`src/rtl/seg_pkg.sv`:
```
// Shared definitions for the MEM pipeline stage: control-bus layout and
// the encoding of the data-memory access FSM.
package seg_pkg;

   localparam int unsigned NB_CTRL_WB = 2;
   localparam int unsigned NB_CTRL_M  = 3;

   localparam int unsigned CTRL_M_BRANCH    = 2;
   localparam int unsigned CTRL_M_MEMREAD   = 1;
   localparam int unsigned CTRL_M_MEMWRITE  = 0;
   localparam int unsigned CTRL_WB_REGWRITE = 1;
   localparam int unsigned CTRL_WB_MEMTOREG = 0;

   typedef enum logic {
      StIdle = 1'b0,
      StWait = 1'b1
   } mem_state_e;

endpackage

```
`src/rtl/seg_memory_access_fsm.sv`:
```
// IDLE/WAIT handshake tracker for the data-memory port: generates request,
// stall, completion and abort (timeout or misaligned access).
module seg_memory_access_fsm
   import seg_pkg::*;
#(
   parameter int unsigned TIMEOUT = 15
) (
   input  logic i_clk,
   input  logic i_rst,
   input  logic i_memop,
   input  logic i_misalign,
   input  logic i_mem_ack,
   output logic o_mem_req,
   output logic o_stall,
   output logic o_done,
   output logic o_abort
);

   mem_state_e r_state;
   logic [7:0] r_cnt;
   logic       w_timeout;

   // Last permitted wait cycle without ack: abort and release the pipeline.
   assign w_timeout = (r_state == StWait) & ~i_mem_ack & (r_cnt == 8'(TIMEOUT));

   assign o_mem_req = i_memop & ~i_misalign;
   assign o_done    = o_mem_req & i_mem_ack;
   assign o_abort   = (i_memop & i_misalign) | (o_mem_req & w_timeout);
   assign o_stall   = o_mem_req & ~i_mem_ack & ~w_timeout;

   always_ff @(posedge i_clk or posedge i_rst) begin
      if (i_rst) begin
         r_state <= StIdle;
         r_cnt   <= 8'd0;
      end else begin
         case (r_state)
            StIdle: begin
               if (o_mem_req & ~i_mem_ack) begin
                  r_state <= StWait;
                  r_cnt   <= 8'd1;
               end
            end
            StWait: begin
               if (i_mem_ack | w_timeout) begin
                  r_state <= StIdle;
                  r_cnt   <= 8'd0;
               end else begin
                  r_cnt <= r_cnt + 8'd1;
               end
            end
            default: begin
               r_state <= StIdle;
               r_cnt   <= 8'd0;
            end
         endcase
      end
   end

endmodule

```
`src/rtl/seg_memory.sv`:
```
// MEM stage: EX/MEM register, branch resolution, req/ack load/store, MEM/WB register.
// Define SEG_MEMORY_ALIGN_CHECK_EN to retire misaligned accesses as bus errors.
module seg_memory
   import seg_pkg::*;
#(
   parameter int unsigned LEN        = 32,
   parameter int unsigned NB_ADDR    = 5,
   parameter int unsigned NB_CTRL_WB = 2,
   parameter int unsigned NB_CTRL_M  = 3,
   parameter int unsigned TIMEOUT    = 15
) (
   input  logic                  i_clk,
   input  logic                  i_rst,
   input  logic                  i_valid,
   input  logic [LEN-1:0]        i_PC_branch,
   input  logic [LEN-1:0]        i_ALU_result,
   input  logic [LEN-1:0]        i_write_data,
   input  logic [NB_ADDR-1:0]    i_write_register,
   input  logic                  i_ALU_zero,
   input  logic [NB_CTRL_WB-1:0] i_ctrl_wb_bus,
   input  logic [NB_CTRL_M-1:0]  i_ctrl_mem_bus,
   input  logic                  i_mem_ack,
   input  logic [LEN-1:0]        i_mem_rdata,
   output logic                  o_stall,
   output logic                  o_mem_req,
   output logic                  o_mem_we,
   output logic [LEN-1:0]        o_mem_addr,
   output logic [LEN-1:0]        o_mem_wdata,
   output logic                  o_PCSrc,
   output logic [LEN-1:0]        o_PC_branch,
   output logic                  o_valid,
   output logic [LEN-1:0]        o_read_data,
   output logic [LEN-1:0]        o_ALU_result,
   output logic [NB_ADDR-1:0]    o_write_register,
   output logic [NB_CTRL_WB-1:0] o_ctrl_wb_bus,
   output logic                  o_bus_error
);

   logic                  r_exm_valid;
   logic [LEN-1:0]        r_exm_pc_branch;
   logic [LEN-1:0]        r_exm_alu;
   logic [LEN-1:0]        r_exm_wdata;
   logic [NB_ADDR-1:0]    r_exm_wreg;
   logic                  r_exm_zero;
   logic [NB_CTRL_WB-1:0] r_exm_wb;
   logic [NB_CTRL_M-1:0]  r_exm_m;

   logic                  w_memop;
   logic                  w_misalign;
   logic                  w_stall;
   logic                  w_done;
   logic                  w_abort;
   logic [NB_CTRL_WB-1:0] w_wb_next;

   assign w_memop = r_exm_valid & (r_exm_m[CTRL_M_MEMREAD] | r_exm_m[CTRL_M_MEMWRITE]);

`ifdef SEG_MEMORY_ALIGN_CHECK_EN
   assign w_misalign = (r_exm_alu[1:0] != 2'b00);
`else
   assign w_misalign = 1'b0;
`endif

   seg_memory_access_fsm #(
      .TIMEOUT (TIMEOUT)
   ) u_access_fsm (
      .i_clk      (i_clk),
      .i_rst      (i_rst),
      .i_memop    (w_memop),
      .i_misalign (w_misalign),
      .i_mem_ack  (i_mem_ack),
      .o_mem_req  (o_mem_req),
      .o_stall    (w_stall),
      .o_done     (w_done),
      .o_abort    (w_abort)
   );

   assign o_stall     = w_stall;
   assign o_mem_we    = r_exm_m[CTRL_M_MEMWRITE];
   assign o_mem_addr  = r_exm_alu;
   assign o_mem_wdata = r_exm_wdata;
   assign o_PCSrc     = r_exm_valid & r_exm_m[CTRL_M_BRANCH] & r_exm_zero;
   assign o_PC_branch = r_exm_pc_branch;

   // An aborted instruction must not write the register file.
   always_comb begin
      w_wb_next = r_exm_wb;
      if (w_abort) begin
         w_wb_next[CTRL_WB_REGWRITE] = 1'b0;
      end
   end

   always_ff @(posedge i_clk or posedge i_rst) begin
      if (i_rst) begin
         r_exm_valid     <= 1'b0;
         r_exm_pc_branch <= '0;
         r_exm_alu       <= '0;
         r_exm_wdata     <= '0;
         r_exm_wreg      <= '0;
         r_exm_zero      <= 1'b0;
         r_exm_wb        <= '0;
         r_exm_m         <= '0;
      end else if (!w_stall) begin
         r_exm_valid     <= i_valid;
         r_exm_pc_branch <= i_PC_branch;
         r_exm_alu       <= i_ALU_result;
         r_exm_wdata     <= i_write_data;
         r_exm_wreg      <= i_write_register;
         r_exm_zero      <= i_ALU_zero;
         r_exm_wb        <= i_valid ? i_ctrl_wb_bus : '0;
         r_exm_m         <= i_valid ? i_ctrl_mem_bus : '0;
      end
   end

   always_ff @(posedge i_clk or posedge i_rst) begin
      if (i_rst) begin
         o_valid          <= 1'b0;
         o_read_data      <= '0;
         o_ALU_result     <= '0;
         o_write_register <= '0;
         o_ctrl_wb_bus    <= '0;
         o_bus_error      <= 1'b0;
      end else begin
         o_bus_error <= w_abort;
         if (w_stall) begin
            o_valid       <= 1'b0;
            o_ctrl_wb_bus <= '0;
         end else begin
            o_valid          <= r_exm_valid & ~w_abort;
            o_read_data      <= (w_done & ~r_exm_m[CTRL_M_MEMWRITE]) ? i_mem_rdata : '0;
            o_ALU_result     <= r_exm_alu;
            o_write_register <= r_exm_wreg;
            o_ctrl_wb_bus    <= w_wb_next;
         end
      end
   end

endmodule
```
`config.mk`:
```
export PLATFORM = sky130hd
export DESIGN_NAME = seg_memory
export DESIGN_NICKNAME = d
export VERILOG_FILES = /design/src/rtl/seg_pkg.sv /design/src/rtl/seg_memory_access_fsm.sv /design/src/rtl/seg_memory.sv
export SDC_FILE = /design/constraint.sdc
export NUM_CORES = 1
export LEC_CHECK = 0
export CAP_MARGIN = 20
export CELL_PAD_IN_SITES_DETAIL_PLACEMENT = 0
export CELL_PAD_IN_SITES_GLOBAL_PLACEMENT = 2
export CORE_ASPECT_RATIO = 1.1
export CORE_MARGIN = 2
export CORE_UTILIZATION = 31
export DETAILED_ROUTE_END_ITERATION = 16
export PLACE_DENSITY_LB_ADDON = 0.08
export REMOVE_ABC_BUFFERS = 1
export SYNTH_ARGS = -nofsm -noshare
export SYNTH_HDL_FRONTEND = slang
export SYNTH_SLANG_ARGS = --single-unit
```
`constraint.sdc`:
```
create_clock -name i_clk -period 10.3 [get_ports i_clk]
set_clock_uncertainty 0.05 [all_clocks]
set_input_delay 2.575 -clock i_clk [delete_from_list [all_inputs] [get_ports i_clk]]
set_output_delay 2.575 -clock i_clk [all_outputs]
set_load 0.005 [all_outputs]
```
# After elaboration in Yosys (flattened, before gate mapping)
# Index checks and enable logic that the tools add are counted.
# classes
addsub,1
n_eq_ne,2
n_mux,12
bitwise_logic,18
# ops
operator,count
two-way mux 32 bit,1
two-way mux 8 bit,2
one-hot mux 8 bit (2 select lines),1
AND 1 bit,11
"adder 8 x 1 -> 8 bit, second input constant",1
"== test 8 x 4 -> 1 bit, second input constant",1
NOT 1 bit,5
two-way mux 1 bit,4
two-way mux 2 bit,2
two-way mux 3 bit,1
"inequality test 2 x 1 -> 1 bit, second input constant",1
OR 1 bit,2
one-hot mux 1 bit (2 select lines),1
# totals
ff_bits,190
input_bits,143
wordCells,49

# Depth between registers and ports, before layout
# logic_depth
depth_word,7
mapped_depth,8

# Cells and area by module
# From an unflattened synthesis, not the netlist that was laid out.
# unflattened
cells_unflattened,514
area_unflattened_um2,7980.2
# by_module_without_submodules
mod,n_inst,cells_per_inst,area_each_um2,seq_area_each_um2
seg_memory,1,458,7438.4,4529.3
seg_memory_access_fsm,1,56,541.8,225.2

# Worst setup path before layout
# Ideal clock, no wire load.
# synth_path
kind,in2out
from,input port i_mem_ack
to,output port o_stall
t_arrival_ps,3297
path_slack_ps,4378
path_stages,3
cell_sequence,a311oi_4 buf_6 buf_2
# synth_via
elab_chain_cells,5
elab_cells_between_ends,6
cone_classes,6 x bitwise
# synth_lines
item,line_no,text
"start, declared",seg_memory.sv:22,"input logic i_mem_ack,"
NOT 1 bit (*),"seg_memory_access_fsm.sv:24, seg_memory_access_fsm.sv:29",
AND 1 bit (2 in a row),seg_memory_access_fsm.sv:24,assign w_timeout = (r_state == StWait) & ~i_mem_ack & (r_cnt == 8'(TIMEOUT));
NOT 1 bit,seg_memory_access_fsm.sv:29,assign o_stall = o_mem_req & ~i_mem_ack & ~w_timeout;
AND 1 bit (*),seg_memory_access_fsm.sv:29,
"end, declared",seg_memory.sv:24,"output logic o_stall,"
# Every way passes the cells marked *; elsewhere a longest branch is shown, timed or not.

# Worst setup path in the final report
# Same ends and word-level chain as after synthesis.

==> results.toml <==
[floorplanning]
num_io_pins = 316
core-area_mm2 = 0.02455
row_count = 60
fp.dieH_um = 169.9
start_util_pct = 31.58
dieArea_mm2 = 0.02629
die_w_um = 154.8

[setup_path]
crit_path_start_kind = "input pin"
crit_top_cell = "clkdlybuf4s50_1"
rr_worst_depth = 6
worstPathCellList = "clkdlybuf4s50_1, a311oi_4, clkdlybuf4s50_1"
path_max_fanout = 5
crit_type = "in2out"
rrSetupSlack_ps = 6790
rr_endpoint = "o_ALU_result[21]"
path_delay_family = "buffers and inverters"
slowest_stage = "clkdlybuf4s50_1"
cp.buffers_inverters = 2
slowest_delay_ps = 650
reg2reg_from = "u_access_fsm.r_cnt[0]"
cp_data_arrival_time_ps = 4200
cp-end-kind = "output port"
worstPathRequired_ps = 7680

[route]
vias = 4945
first_pass_iters = 4
wl_per_cell_um = 18.30
drt-total-wl_um = 19950
via_per_inst = 4.537
ant_nets = 0
drt_iter0_markers = 217
drc = 0

[clock_network]
cts_resized = 0
holdBufCountCts = 0
cts_max_level = 4
cts_setup_buffers = 0
clk_pin_slew_ps = 70
numCtsBuffers = 17
cts_root_buffer = "clkbuf_16"
cts_sinks = 190
clk_latency_ps = 430
cts_tree = "done"
clockBufferDepth = 2

[synthesis]
synth.area.mux_share_pct = 25.89
synth.yosys.seq_area_share_pct = 61.33
ys.warnings.count = 0
synth-adder-area-share_pct = 0.1614
synth_top_family_by_area = "multiplexers"
ys_types = 32
syn_inst = 454
avgSynthCellArea_um2 = 17.08
mappedNetlistArea_mm2 = 0.007752
synth_compound_area_share_pct = 5.762
yosys.area_share.xor_xnor_pct = 0.1130
synthSimpleGateAreaFrac_pct = 2.389
synth-seq-cells = 190

[sta]
hold_viol = 0
fin_crit_sh_pct = 66.30
max_freq_mhz = 146.4
final_max_slew_viol_count = 0
relSlewSlack_pct = 35.03
tightest_slew_ps = 974.6
setup_viol = 0
min_period_ps = 6829
whs_ps = 432.5
rsz0062_at_grt = "false"

[placement]
portBuffers = 315
place_hpwl_um = 13590
place_congestion = 0.7623
post_dp_cell_area_mm2 = 0.01103

[cells_and_area]
drive_gt1_share_pct = 22.98
layout.nets = 911
final_cell_area_mm2 = 0.01161
area_growth_pct = 49.82
fill_cells = 2153

[flow_run]
max_cap_viol_count = 0

[hold_path]
worstHoldEndpoint = "r_exm_m[1]"
holdCritPathClass = "reg2reg"
holdPathStages = 2
hold_start = "r_exm_m[1]"

[pwr]
peakVddDrop_mv = 0.07374
p_per_area_mw_per_mm2 = 157.8
p_leak_nw = 4.993

[global_route]
grt_use_total_pct = 15.21
antenna_found_initial = 1
grt_pass1_wl_um = 30890
grt_pass1_vias = 5275
overflow = 0
grt_max_degree = 119

[status]
status = "completed"
[cell type report]
type,instances,area (um2),share of cell area [%]
antenna,1,2.502,0.02154
clock buffer,18,429.2,3.695
clock inverter,13,150.1,1.293
inverter,6,30.03,0.2585
multi-input combinational,233,2665,22.95
sequential,190,4755,40.94
tap,310,387.9,3.339
timing repair buffer,319,3196,27.51
[worst register-to-register path, cell delays in order (launching register included)]
cell      delay, ps
dfrtp_1         410
ha_1            250
and3_1          260
a311oi_4        490
buf_12          590
buf_4           870
mux2_2          490
[power by group]
part / total (W) / switching [W] / internal [W]
logic: 0.000329 / 0.000105 / 0.000224
registers: 0.000846 / 0.0000383 / 0.000808
clock network: 0.000658 / 0.000314 / 0.000344
total: 0.00183 / 0.000458 / 0.00137
[Yosys cell counts]
master    instances  area share (%)
nor3_1            2            0.13
nand3_1           3            0.19
nor2b_1           3            0.24
a21o_1            1           0.097
nor2_1            4            0.19
inv_1             6            0.29
a31oi_1           1           0.081
buf_6             4            0.58
nand2b_1          1           0.081
o31ai_1           1           0.097
nor3b_1           1           0.097
mux2_4          115              22
clkbuf_1          4            0.19
mux2_2           24             3.5
xnor2_1           1            0.11
o21ai_0          10            0.65
ha_1              1            0.16
nand2_1          11            0.53
o211ai_1          1           0.097
a21oi_1           5            0.32
buf_4             2            0.19
buf_2             4            0.26
or3_1             2            0.16
o22ai_1           3            0.24
or2_2             2            0.16
dfrtp_1         190              61
buf_12           11             2.8
mux2i_1           1            0.13
nor4_4            1            0.27
a22o_1           34             3.8
a311oi_4          1            0.34
and3_1            4            0.32
[per-stage QoR]
stage                     TNS, ps  std cells  setup WS, ps  power (W)  util (%)
final                           0       1090          3471   0.001833     47.31
after global routing            0       1090          3381   0.001928     47.31
after CTS                       0       1089          3432   0.001868     47.30
after detailed placement        0       1058          3443   0.001193     44.94
after global placement          0       1058          3430   0.001189     44.94
after floorplan             -1039        429         -1039   0.001007         -
[state kept, by name (all words and copies together) (netlist names), 3 cells and up]
signal              flops
o_ALU_result           32
o_PC_branch            32
o_mem_addr             32
o_mem_wdata            32
o_read_data            32
o_write_register        5
r_exm_m                 3
r_exm_wreg              5
u_access_fsm.r_cnt      8
[routing by layer]
layer / share of wire [%] / routed length [um] / global-route usage (%) / up-vias
met4: 1.4 / 288 / 5.274 / 0
li1: - / - / - / 2247
met5: 0 / 0 / 0 / -
met3: 8.5 / 1690 / 5.500 / 17
met1: 42 / 8461 / 19.42 / 2478
met2: 48 / 9507 / 23.95 / 203
[cell usage in the layout, fill, tap and decap left out, types with 2 or more instances in the layout]
| master | n |
|---|---|
| clkinv_4 | 3 |
| inv_6 | 2 |
| mux2_4 | 115 |
| nor2_1 | 4 |
| o22ai_1 | 3 |
| a21oi_1 | 5 |
| dfrtp_1 | 190 |
| and3_1 | 4 |
| nor2b_1 | 3 |
| or3_1 | 2 |
| clkinvlp_4 | 2 |
| a22o_1 | 34 |
| clkdlybuf4s50_1 | 315 |
| inv_8 | 5 |
| nand3_1 | 3 |
| nand2_1 | 11 |
| mux2_2 | 24 |
| o21ai_0 | 10 |
| inv_1 | 5 |
| buf_4 | 3 |
| or2_2 | 2 |
| clkbuf_16 | 17 |
[how the worst max path moves through the flow]
stage	from	endpoint	depth (start not counted)
after detailed placement	i_mem_ack	o_stall	3
after global placement	i_mem_ack	o_stall	3
after global routing	i_mem_ack	o_stall	3
after CTS	i_mem_ack	o_stall	3
after floorplan	i_mem_ack	o_stall	1
final	i_mem_ack	o_stall	3
[logic make-up (layout without fill, tap and decap cells)]
group	count (synthesis)	after routing
xor gates and xnor gates	1	1
muxes	140	140
adders and majority gates	1	1
AOI/OAI and AO/OA	57	57
other	0	1
buffers and inverters	31	356
DFF	190	190
and+or+nand+nor	34	34
No activity file was read; power rests on OpenSTA's default activity.
==> RTL edit: new RTL, config.mk and constraints unchanged <==
Add a define of `SEG_MEMORY_ALIGN_CHECK_EN`.
--- a/src/rtl/seg_memory.sv
+++ b/src/rtl/seg_memory.sv
@@ -2,2 +2,4 @@
 // Define SEG_MEMORY_ALIGN_CHECK_EN to retire misaligned accesses as bus errors.
+`define SEG_MEMORY_ALIGN_CHECK_EN
+
 module seg_memory
Function: changed (a bounded check fails within 4 cycles, from zero or initial values and one cycle with i_rst high).
==> RTL edit against the unedited design <==
- worst setup slack worse by 1.0 ns
- worst hold slack gained 0.0011 ns
- power fell by 5.1%
- die area fell by 2.5%
- routed wire length is 2.6% higher
- design area shrank 0.39%
- first-iteration DRC count is 5.5% higher
- area after synthesis down 2.5%
- sequential cell count unchanged
- synthesized cell count increased by 1.3%
- highest routed layer unchanged
==> RTL edit: results (changes against the unedited design) <==
Wl on met1 - 7.94 mm (-6.2%)
Via Count - 5,032 (+1.8%)
Met2 GRT Util - 0.271 (+0.0311)
Violation count after the first detailed-route iteration - 229 (+5.5%)
Leakage power figure - 4.92 nW (-1.5%)
Synthesized-area fraction occupied by ao, oa, aoi and oai cells - 0.0584 (+0.000826)
Worst endpoint data arrival time - 5.25 ns (+1.05 ns)
Number of global-route vias before repair - 5,553 (+5.3%)
Synth area leaders - sky130_fd_sc_hd__dfrtp_1, sky130_fd_sc_hd__mux2_4, sky130_fd_sc_hd__mux2_2
Max stage delay on crit path - 0.67 ns (+0.02 ns)
Initial antenna violation count - 2 (+1)
Worst Reg2Reg Path Length in Cells - 7 (+1)
Hold Path End - o_ALU_result[0]
Setup slack of the most critical reg-to-reg path - 6.70 ns (-0.09 ns)
Slew at the pin closest to its max-slew limit - 1.05 ns (+0.0792 ns)
Total chip power - 1.74 mW (-5.1%)
Worst hold-check slack - 0.434 ns (+0.00110 ns)
RePlAce Congestion - 0.777 (+1.9%)
Pre-CTS setup slack - 2.38 ns (-1.06 ns)
Part of the power in registers - 0.469 (+0.008)
Status - finished, final reports clean
Routed met3 length - 1.82 mm (+7.5%)
Met1 track utilization from global routing - 0.184 (-0.0103)
Xor and xnor area share after synthesis - 0.00116 (+0.0000292)
Worst IR drop on VDD - 84.6 uV (+15%)
Number of cells on the worst hold path - 1 (-1)
[RTL edit: changes by cell type in the layout (fill, tap and decap cells not counted), sizes merged, moves of 3 or more]
cell	unedited run	this run
o21ai	10	16
and2	0	3
mux2	139	135
nand3	3	10
a21oi	5	2
nor2	4	8
[RTL edit: per-stage QoR]
stage                     std cells  instance area, um^2  utilization
after floorplan                 436                 7370            -
after global placement         1058                10900        0.460
after detailed placement       1058                10900        0.460
after CTS                      1090                11600        0.487
after global routing           1092                11600        0.487
final                          1092                11600        0.487
[RTL edit: final cells by class]
cell class	instances	area (um^2)	area share
antenna	2	5.00	0.000433
clock buffer	18	429	0.0371
clock inverter	14	198	0.0171
inverter	3	26.3	0.00227
multi-input combinational	243	2610	0.225
sequential	190	4750	0.411
tap	305	382	0.0330
timing repair buffer	317	3170	0.274
[RTL edit: critical path: cells and delay by family]
kind                   cells  cell delay (ns)
buffers and inverters      3             1.87
AND/OR/NAND/NOR            2             0.76
